==> config.mk <==
export PLATFORM = sky130hd
export DESIGN_NAME = nios2_oci_dct_capture_ctrl
export DESIGN_NICKNAME = d
export VERILOG_FILES = /design/src/rtl/nios2_oci_dct_capture_ctrl.sv
export SDC_FILE = /design/constraint.sdc
export NUM_CORES = 1
export LEC_CHECK = 0
export CAP_MARGIN = 20
export CELL_PAD_IN_SITES_DETAIL_PLACEMENT = 0
export CELL_PAD_IN_SITES_GLOBAL_PLACEMENT = 1
export CORE_ASPECT_RATIO = 0.5
export CORE_MARGIN = 5
export CORE_UTILIZATION = 49
export CTS_CLUSTER_SIZE = 24
export DETAILED_ROUTE_END_ITERATION = 7
export DONT_BUFFER_PORTS = 1
export GPL_ROUTABILITY_DRIVEN = 0
export PLACE_DENSITY = 0.81
export SLEW_MARGIN = 20
export SYNTH_ARGS = -nofsm -noshare
export SYNTH_HDL_FRONTEND = slang
export SYNTH_SLANG_ARGS = --single-unit
==> constraint.sdc <==
create_clock -name clk_i -period 8.2 [get_ports clk_i]
set_input_delay 2.05 -clock clk_i [delete_from_list [all_inputs] [get_ports clk_i]]
set_output_delay 2.05 -clock clk_i [all_outputs]
set_load 0.01 [all_outputs]
==> src/rtl/nios2_oci_dct_capture_ctrl.sv <==
// Debug-trace capture sequencer: packs 3-bit trace fragments into 30-bit words,
// hands full words to a trace-memory writer, and flushes the partial word on test end.
module nios2_oci_dct_capture_ctrl #(
  parameter int FRAG_W         = 3,
  parameter int FRAGS_PER_WORD = 10,
  parameter int CNT_W          = 4,
  parameter int DROP_W         = 8,
  localparam int WORD_W        = FRAG_W * FRAGS_PER_WORD
) (
  input  logic              clk_i,
  input  logic              reset_i,
  input  logic              arm_i,
  input  logic              frag_valid_i,
  input  logic [FRAG_W-1:0] frag_data_i,
  input  logic              test_ending_i,
  output logic              word_valid_o,
  input  logic              word_ready_i,
  output logic [WORD_W-1:0] word_data_o,
  output logic [CNT_W-1:0]  word_count_o,
  output logic [WORD_W-1:0] dct_buffer_o,
  output logic [CNT_W-1:0]  dct_count_o,
  output logic [DROP_W-1:0] drop_count_o,
  output logic              test_has_ended_o,
  output logic              busy_o
);

  typedef enum logic [1:0] {S_IDLE, S_CAPTURE, S_FLUSH, S_ENDED} state_e;

  state_e              state_q, state_d;
  logic [WORD_W-1:0]   buf_q, buf_d;
  logic [CNT_W-1:0]    cnt_q, cnt_d;
  logic                wvalid_q, wvalid_d;
  logic [WORD_W-1:0]   wdata_q, wdata_d;
  logic [CNT_W-1:0]    wcount_q, wcount_d;
  logic [DROP_W-1:0]   drop_q, drop_d;
  logic                ended_q, ended_d;

  logic out_free;
  logic buf_full;
  logic accept;
  logic move;
  logic arming;

  assign out_free = !wvalid_q || word_ready_i;
  assign buf_full = (cnt_q == CNT_W'(FRAGS_PER_WORD));
  assign accept   = (state_q == S_CAPTURE) && frag_valid_i;
  assign arming   = ((state_q == S_IDLE) || (state_q == S_ENDED)) && arm_i;
  // A full word moves during capture; during flush any non-empty buffer moves.
  assign move     = out_free && (((state_q == S_CAPTURE) && buf_full) ||
                                 ((state_q == S_FLUSH) && (cnt_q != '0)));

  always_ff @(posedge clk_i) begin
    if (reset_i) state_q <= S_IDLE;
    else         state_q <= state_d;
  end

  always_comb begin
    state_d = state_q;
    unique case (state_q)
      S_IDLE:    if (arm_i)         state_d = S_CAPTURE;
      S_CAPTURE: if (test_ending_i) state_d = S_FLUSH;
      S_FLUSH:   if ((cnt_q == '0) && out_free) state_d = S_ENDED;
      S_ENDED:   if (arm_i)         state_d = S_CAPTURE;
      default:                      state_d = S_IDLE;
    endcase
  end

  always_comb begin
    buf_d    = buf_q;
    cnt_d    = cnt_q;
    wvalid_d = wvalid_q;
    wdata_d  = wdata_q;
    wcount_d = wcount_q;
    drop_d   = drop_q;
    ended_d  = ended_q;

    if (move) begin
      wdata_d  = buf_q;
      wcount_d = cnt_q;
      wvalid_d = 1'b1;
      buf_d    = '0;
      cnt_d    = '0;
    end else if (wvalid_q && word_ready_i) begin
      wvalid_d = 1'b0;
    end

    // After a move the freed buffer takes the same-cycle fragment in slot 0.
    if (accept) begin
      if (move || !buf_full) begin
        buf_d[cnt_d*FRAG_W +: FRAG_W] = frag_data_i;
        cnt_d = cnt_d + 1'b1;
      end else if (drop_q != '1) begin
        drop_d = drop_q + 1'b1;
      end
    end

    if (arming) begin
      buf_d = '0;
      cnt_d = '0;
      if (state_q == S_ENDED) begin
        ended_d = 1'b0;
        drop_d  = '0;
      end
    end

    if ((state_q == S_FLUSH) && (state_d == S_ENDED)) ended_d = 1'b1;
  end

  always_ff @(posedge clk_i) begin
    if (reset_i) begin
      buf_q    <= '0;
      cnt_q    <= '0;
      wvalid_q <= 1'b0;
      wdata_q  <= '0;
      wcount_q <= '0;
      drop_q   <= '0;
      ended_q  <= 1'b0;
    end else begin
      buf_q    <= buf_d;
      cnt_q    <= cnt_d;
      wvalid_q <= wvalid_d;
      wdata_q  <= wdata_d;
      wcount_q <= wcount_d;
      drop_q   <= drop_d;
      ended_q  <= ended_d;
    end
  end

  always_comb begin
    busy_o           = (state_q == S_CAPTURE) || (state_q == S_FLUSH);
    word_valid_o     = wvalid_q;
    word_data_o      = wdata_q;
    word_count_o     = wcount_q;
    dct_buffer_o     = buf_q;
    dct_count_o      = cnt_q;
    drop_count_o     = drop_q;
    test_has_ended_o = ended_q;
  end

endmodule

==> run_results.csv, run 1 <==
group,metric,value,unit
run_status,status,"complete, no violations",
routing,routed_wl,8730,um
power_and_ir_drop,leakagePower,0.00149,uW
die,core_area,0.00686,mm^2
cts,tritoncts,"built",
synthesis,ys_async_sr_fraction,0,
cts,clkTransAtPathRegs,60,ps
synthesis,post_synth_edffs,0,
worst_setup_path,critical-path-slowest-cell,"or4_1",
routing,initialDrtViolationCount,266,
synthesis,mappedNetlistNets,439,
timing,timing.final.max_slew_violations,0,
cts,cts_repair_resize_count,0,
timing,setup-violations-final,0,
synthesis,netlist_cell_types,50,
layout,drive_gt1_frac,0.0676,
layout,layout.cells.most_common,"nand2_1",
worst_setup_path,data_arrival_time_of_the_worst_path,4930,ps
min_path,depth_of_the_worst_hold_timing_path,2,
die,floorplan.initialDensity,0.516,
layout,top_library_cells_by_usage_in_the_layout_fill_and_taps_aside,"121 x nand2_1, 80 x dfxtp_1, 41 x a21oi_1",
routing,route.detailed.vias_per_inst,5.60,
worst_setup_path,cpPeakStageDelay,600,ps
flow_run,max-cap-violations,0,
timing,setup_total_negative_slack,0,ps
layout,syn2layout_area_growth,9.01,%
worst_setup_path,crit_fanout,35,
synthesis,synthFlopType,"dfxtp_1",
die,number_of_top_level_pins,88,
synthesis,post_synthesis_cells,420,
place,hpwlAfterDp,6390,um
synthesis,synthDominantAreaCellType,"dfxtp_1",
worst_setup_path,setup.worst_path.class,"in -> reg",
die,die_height,70.1,um
worst_setup_path,crit_chain,"nor2b_1 -> a211oi_4 -> nand2_2 -> nand2_1 -> ha_1 -> and4_4 -> a21oi_2 -> or4_1 -> mux2i_1",
layout,num-nets-final,428,
die,core.rowCount,21,
timing,time_the_final_worst_path_needs_with_i_o_delays_and_setup,4710,ps
synthesis,synth.cell_area,0.00354,mm^2
routing,ant_nets,0,
global_route,grt.overflow.total,0,
timing,worst-slew-pin-transition,771,ps
cts,clock_tree.root_cell,"clkbuf_16",
routing,drcViolationCount,0,
die,dieWidth,130,um
worst_setup_path,worst_reg2reg_endpoint,"dct_buffer_o[2]",
global_route,grt_pass1_vias,2700,
timing,fin_crit_sh,0.574,
timing,setup_repair_after_global_routing_missed_its_margin,"no",
synthesis,syn_area_per_cell,8.43,um^2
worst_setup_path,critPathLaunch,"word_ready_i",
cts,cts-root-to-sink-buffers,2,
worst_setup_path,reg2reg_depth,11,
place,dpl-instance-area,0.00356,mm^2
worst_setup_path,startpoint_type,"primary input",
worst_setup_path,worst_ep_required_time,8420,ps
worst_setup_path,reg_to_reg_slack_setup,4270,ps
power_and_ir_drop,irDropWorstVdd,0.166,mV
layout,antenna-diode-count,0,
synthesis,netlist.area_leader.share,0.452,
global_route,pin_count_of_the_biggest_net_entering_global_routing,41,
cts,insertion_delay,340,ps
routing,wire_per_inst,17.3,um
routing,drt-pass1-iter-count,5,
timing,clock.fmax,212,MHz
global_route,globalRouteTotalUtil,0.199,
global_route,antenna_found_initial,0,
cts,cts_made_buffers,9,
synthesis,synth_area_leaders,"dfxtp_1 45%, nand2_1 13%, mux2i_1 8.5%, a21oi_1 5.9%, ha_1 3.5%",
timing,report.final.hold_viol_count,0,
layout,stdcell_area,0.00386,mm^2
place,place.port_buffers,0,
timing,worst_slew_margin_rel,0.485,
worst_setup_path,worst_r2r_startpoint,"state_q[1]",
min_path,hold_class,"reg -> reg",
synthesis,ys_seq_elements,80,
worst_setup_path,endpoint_kind,"flip-flop",
cts,cts_sinks,80,
cts,clock_tree.htree_level_count,3,
global_route,grt_pass1_wl,14300,um
synthesis,sequential_share_of_the_synthesized_area,0.452,
cts,post-cts-setup-buffers,0,
synthesis,yosysWarnings,0,
timing,final.setup_skew,5.91,ps
power_and_ir_drop,power_per_cell_area,242,mW/mm^2
min_path,min_to,"word_data_o[7]",
min_path,hold_path.startpoint,"word_data_o[7]",
routing,dr_total_vias,2833,
cts,holdBufCountCts,0,
die,dieArea,0.00913,mm^2
[routing by layer]
layer  routed length, um  track usage  vias up
li1                    -            -     1398
met1                3870        0.262     1313
met2                3820        0.292      112
met3                 950       0.0937       10
met4                  90       0.0565        0
met5                   0            0        -
[area by class of cell]
| class | count | area [um^2] |
|---|---|---|
| multi-input combinational | 307 | 1790 |
| clock buffer | 12 | 246 |
| fill | 640 | 3000 |
| clock inverter | 4 | 53.8 |
| tap | 92 | 115 |
| timing repair buffer | 2 | 15.0 |
| inverter | 9 | 33.8 |
| sequential | 80 | 1600 |
[state kept, by name (all words and copies together), names as in the netlist]
register,cells
dct_buffer_o,30
dct_count_o,4
drop_count_o,8
state_q,2
test_has_ended_o,1
word_count_o,4
word_data_o,30
word_valid_o,1
[worst max-delay path, delay by kind of cell]
family,cells,cell delay (ps)
AND/OR/NAND/NOR,5,1820
AO/OA/AOI/OAI,2,460
multiplexers,1,160
adder cells (fa/ha/maj),1,430
[synthesized netlist by cell type (2+ instances only)]
cell and n:
inv_1 7, nand2b_1 2, dfxtp_1 80, o31ai_1 2, a2111oi_4 2, nand3_1 16
and2_1 4, nor2_1 20, a21o_1 3, o21a_1 2, nand2_1 122, nor3_1 8
xnor2_1 6, ha_1 10, clkbuf_1 9, or4_1 2, o21ai_0 3, buf_2 13
a21oi_1 42, inv_2 2, mux2i_1 30, nand4_1 7
[worst max-delay path by stage]
stage               slack (ps)               to
floorplan                 3640  dct_buffer_o[0]
global placement          2980  dct_buffer_o[2]
detailed placement        2780  dct_buffer_o[2]
CTS                       3110  dct_buffer_o[2]
global route              3240  dct_buffer_o[2]
finish                    3490  dct_buffer_o[2]
[where the power goes]
group | total, uW | internal [uW] | switching, uW
Clock | 401 | 245 | 157
Sequential | 406 | 395 | 10.3
Combinational | 129 | 41.8 | 87.0
[cells by family after synthesis]
| kind of cell | synth area share |
|---|---|
| flip-flops | 0.452 |
| AO/OA/AOI/OAI | 0.132 |
| XOR/XNOR | 0.0173 |
| buffers and inverters | 0.0428 |
| adder cells (fa/ha/maj) | 0.0353 |
| AND/OR/NAND/NOR | 0.235 |
| multiplexers | 0.0848 |
[stage by stage]
| step | hold WS [ps] | util | setup WS [ps] | instances | power [uW] |
|---|---|---|---|---|---|
| after floorplan | 481 | - | 3640 | 420 | 520 |
| after global placement | 486 | 0.519 | 2980 | 490 | 538 |
| after detailed placement | 492 | 0.519 | 2780 | 490 | 542 |
| after CTS | 500 | 0.562 | 3110 | 506 | 943 |
| after global routing | 515 | 0.563 | 3240 | 506 | 976 |
| final | 497 | 0.563 | 3490 | 506 | 936 |
(Power assumes the default switching activity.)
==> inputs of run 2 (changes only) <==
--- a/config.mk
+++ b/config.mk
@@ -10,12 +10,12 @@
 export CELL_PAD_IN_SITES_GLOBAL_PLACEMENT = 1
 export CORE_ASPECT_RATIO = 0.5
 export CORE_MARGIN = 5
-export CORE_UTILIZATION = 49
+export CORE_UTILIZATION = 46
 export CTS_CLUSTER_SIZE = 24
 export DETAILED_ROUTE_END_ITERATION = 7
 export DONT_BUFFER_PORTS = 1
 export GPL_ROUTABILITY_DRIVEN = 0
-export PLACE_DENSITY = 0.81
+export PLACE_DENSITY = 0.76
 export SLEW_MARGIN = 20
 export SYNTH_ARGS = -nofsm -noshare
 export SYNTH_HDL_FRONTEND = slang
==> constraint.sdc (replaced) <==
create_clock -name clk_i -period 4.88 [get_ports clk_i]
set_input_delay 1.22 -clock clk_i [delete_from_list [all_inputs] [get_ports clk_i]]
set_output_delay 1.22 -clock clk_i [all_outputs]
set_load 0.01 [all_outputs]
==> run 2 against run 1 <==
  * Final area is 0.39% higher
  * Clock skew rose by 2.4 ps
  * Sequential share of layout area fell by 0.16 points
  * Largest cell class unchanged
  * Largest power group unchanged
==> run_results.csv, run 2 (same netlist as run 1, synthesis figures left out) <==
group,metric,value,unit
place,hpwlAfterDp,6410,um
routing,ant_nets,0,
power_and_ir_drop,leakagePower,0.00151,uW
timing,setup_total_negative_slack,0,ps
global_route,grt_pass1_wl,13800,um
cts,tritoncts,"built",
timing,clock.fmax,275,MHz
flow_run,max-cap-violations,0,
routing,drcViolationCount,0,
layout,regArea,0.00160,mm^2
power_and_ir_drop,clock_power_share,0.431,
layout,finish.utilization,0.523,
timing,setup_repair_after_global_routing_missed_its_margin,"no",
cts,cts_sinks,80,
power_and_ir_drop,irDropWorstVdd,0.227,mV
worst_setup_path,crit_chain,"ha_1 -> nand4bb_1 -> a211oi_4 -> nand2_1 -> buf_4 -> nand2_1 -> ha_1 -> and4_4 -> a21oi_2 -> or4_1 -> mux2i_1",
cts,clock_tree.root_cell,"clkbuf_16",
global_route,antenna_found_initial,0,
cts,holdBufCountCts,0,
min_path,depth_of_the_worst_hold_timing_path,2,
layout,top_library_cells_by_usage_in_the_layout_fill_and_taps_aside,"122 x nand2_1, 80 x dfxtp_1, 41 x a21oi_1",
worst_setup_path,critical-path-slowest-cell,"or4_1",
power_and_ir_drop,seqPwrFrac,0.431,
routing,route.detailed.vias_per_inst,5.58,
place,place.port_buffers,0,
power_and_ir_drop,power.share.combinational,0.138,
timing,finalHoldWorstSlack,496,ps
worst_setup_path,reg_to_reg_slack_setup,1240,ps
cts,cts-root-to-sink-buffers,2,
power_and_ir_drop,power_per_cell_area,407,mW/mm^2
layout,syn2layout_area_growth,9.43,%
routing,wire_per_inst,17.1,um
global_route,grt.overflow.total,0,
cts,post-cts-setup-buffers,0,
timing,worst_slew_margin_rel,0.489,
routing,drt-pass1-iter-count,4,
global_route,globalRouteTotalUtil,0.182,
timing,final.setup_skew,8.34,ps
timing,timing.final.max_slew_violations,0,
cts,clock_tree.htree_level_count,3,
cts,clkTransAtPathRegs,60,ps
die,dieArea,0.00966,mm^2
die,core.rowCount,22,
worst_setup_path,reg2reg_depth,11,
worst_setup_path,startpoint_type,"flip-flop",
worst_setup_path,path_buf_inv,1,
worst_setup_path,endpoint_kind,"flip-flop",
timing,setup-violations-final,0,
layout,drive_gt1_frac,0.0723,
die,core_area,0.00740,mm^2
layout,antenna-diode-count,0,
timing,worst-slew-pin-transition,766,ps
worst_setup_path,crit_fanout,35,
die,number_of_top_level_pins,88,
routing,routed_wl,8740,um
worst_setup_path,critical_path.top_delay_family,"simple AND/OR/NAND/NOR gates",
min_path,hold_path.startpoint,"word_data_o[25]",
layout,num-nets-final,429,
worst_setup_path,worst_r2r_startpoint,"state_q[0]",
global_route,grt_pass1_vias,2613,
worst_setup_path,worst_reg2reg_endpoint,"dct_buffer_o[2]",
power_and_ir_drop,p_switching,433,uW
timing,fin_crit_sh,0.746,
worst_setup_path,cpPeakStageDelay,590,ps
power_and_ir_drop,p_sw_frac,0.274,
timing,time_the_final_worst_path_needs_with_i_o_delays_and_setup,3640,ps
layout,combined_area_of_the_multi_input_logic_cells,0.00179,mm^2
cts,insertion_delay,340,ps
layout,layout.cells.most_common,"nand2_1",
cts,cts_repair_resize_count,0,
min_path,min_to,"word_data_o[25]",
power_and_ir_drop,internal_portion_of_total_power,1150,uW
run_status,status,"complete, no violations",
die,floorplan.initialDensity,0.478,
worst_setup_path,data_arrival_time_of_the_worst_path,3860,ps
routing,dr_total_vias,2851,
worst_setup_path,setup.worst_path.class,"reg -> reg",
global_route,pin_count_of_the_biggest_net_entering_global_routing,41,
worst_setup_path,worst_ep_required_time,5100,ps
die,die_height,72.0,um
layout,layout.filler_cells,680,
cts,cts_made_buffers,9,
die,dieWidth,134,um
timing,report.final.hold_viol_count,0,
routing,initialDrtViolationCount,179,
min_path,hold_class,"reg -> reg",
run 2: metal layers:
layer  up-vias  part of all wire  GRT usage
met5         -                 0          0
met4         0             0.014     0.0621
met3        12             0.095     0.0727
met2       109              0.43      0.279
met1      1326              0.46      0.235
li1       1404                 -          -
run 2: worst max path at each step:
stage                             from          endpoint  slack (ps)  cells after the start
final                       state_q[0]   dct_buffer_o[2]        1240                     11
after global routing        state_q[1]   dct_buffer_o[2]        1000                     12
after CTS                   state_q[0]   dct_buffer_o[2]        1270                     11
after detailed placement  word_ready_i   dct_buffer_o[2]         970                     10
after global placement    word_ready_i  dct_buffer_o[24]        1070                     10
after floorplan           word_ready_i   dct_buffer_o[0]        1150                     12
run 2: power by group through the flow:
| stage | registers (uW) | clock network, uW | logic [uW] |
|---|---|---|---|
| 6_report | 681 | 680 | 218 |
| 5_1_grt | 682 | 728 | 237 |
| 4_1_cts | 681 | 698 | 216 |
| 3_5_place_dp | 696 | 0 | 215 |
| 3_3_place_gp | 695 | 0 | 210 |
| 2_1_floorplan | 690 | 0 | 184 |
run 2: through the flow:
step / cell area [um^2] / setup WS [ps] / total power [uW] / instances
6_report: 3870 / 1240 / 1580 / 511
5_1_grt: 3870 / 1000 / 1650 / 511
4_1_cts: 3870 / 1270 / 1590 / 511
3_5_place_dp: 3570 / 974 / 911 / 495
3_3_place_gp: 3570 / 1070 / 904 / 495
2_1_floorplan: 3540 / 1150 / 874 / 420
run 2: worst reg2reg max path, stage by stage (launching register included):
cell       delay [ps]
dfxtp_1           430
ha_1              310
nand4bb_1         210
a211oi_4          510
nand2_1           100
buf_4             260
nand2_1           150
ha_1              410
and4_4            330
a21oi_2            60
or4_1             590
mux2i_1           170
run 2: layout make-up:
| cell class | instances | area share |
|---|---|---|
| clock buffer | 10 | 0.0617 |
| clock inverter | 6 | 0.0171 |
| multi-input combinational | 307 | 0.462 |
| tap | 96 | 0.0310 |
| sequential | 80 | 0.413 |
| timing repair buffer | 3 | 0.00581 |
| inverter | 9 | 0.00872 |
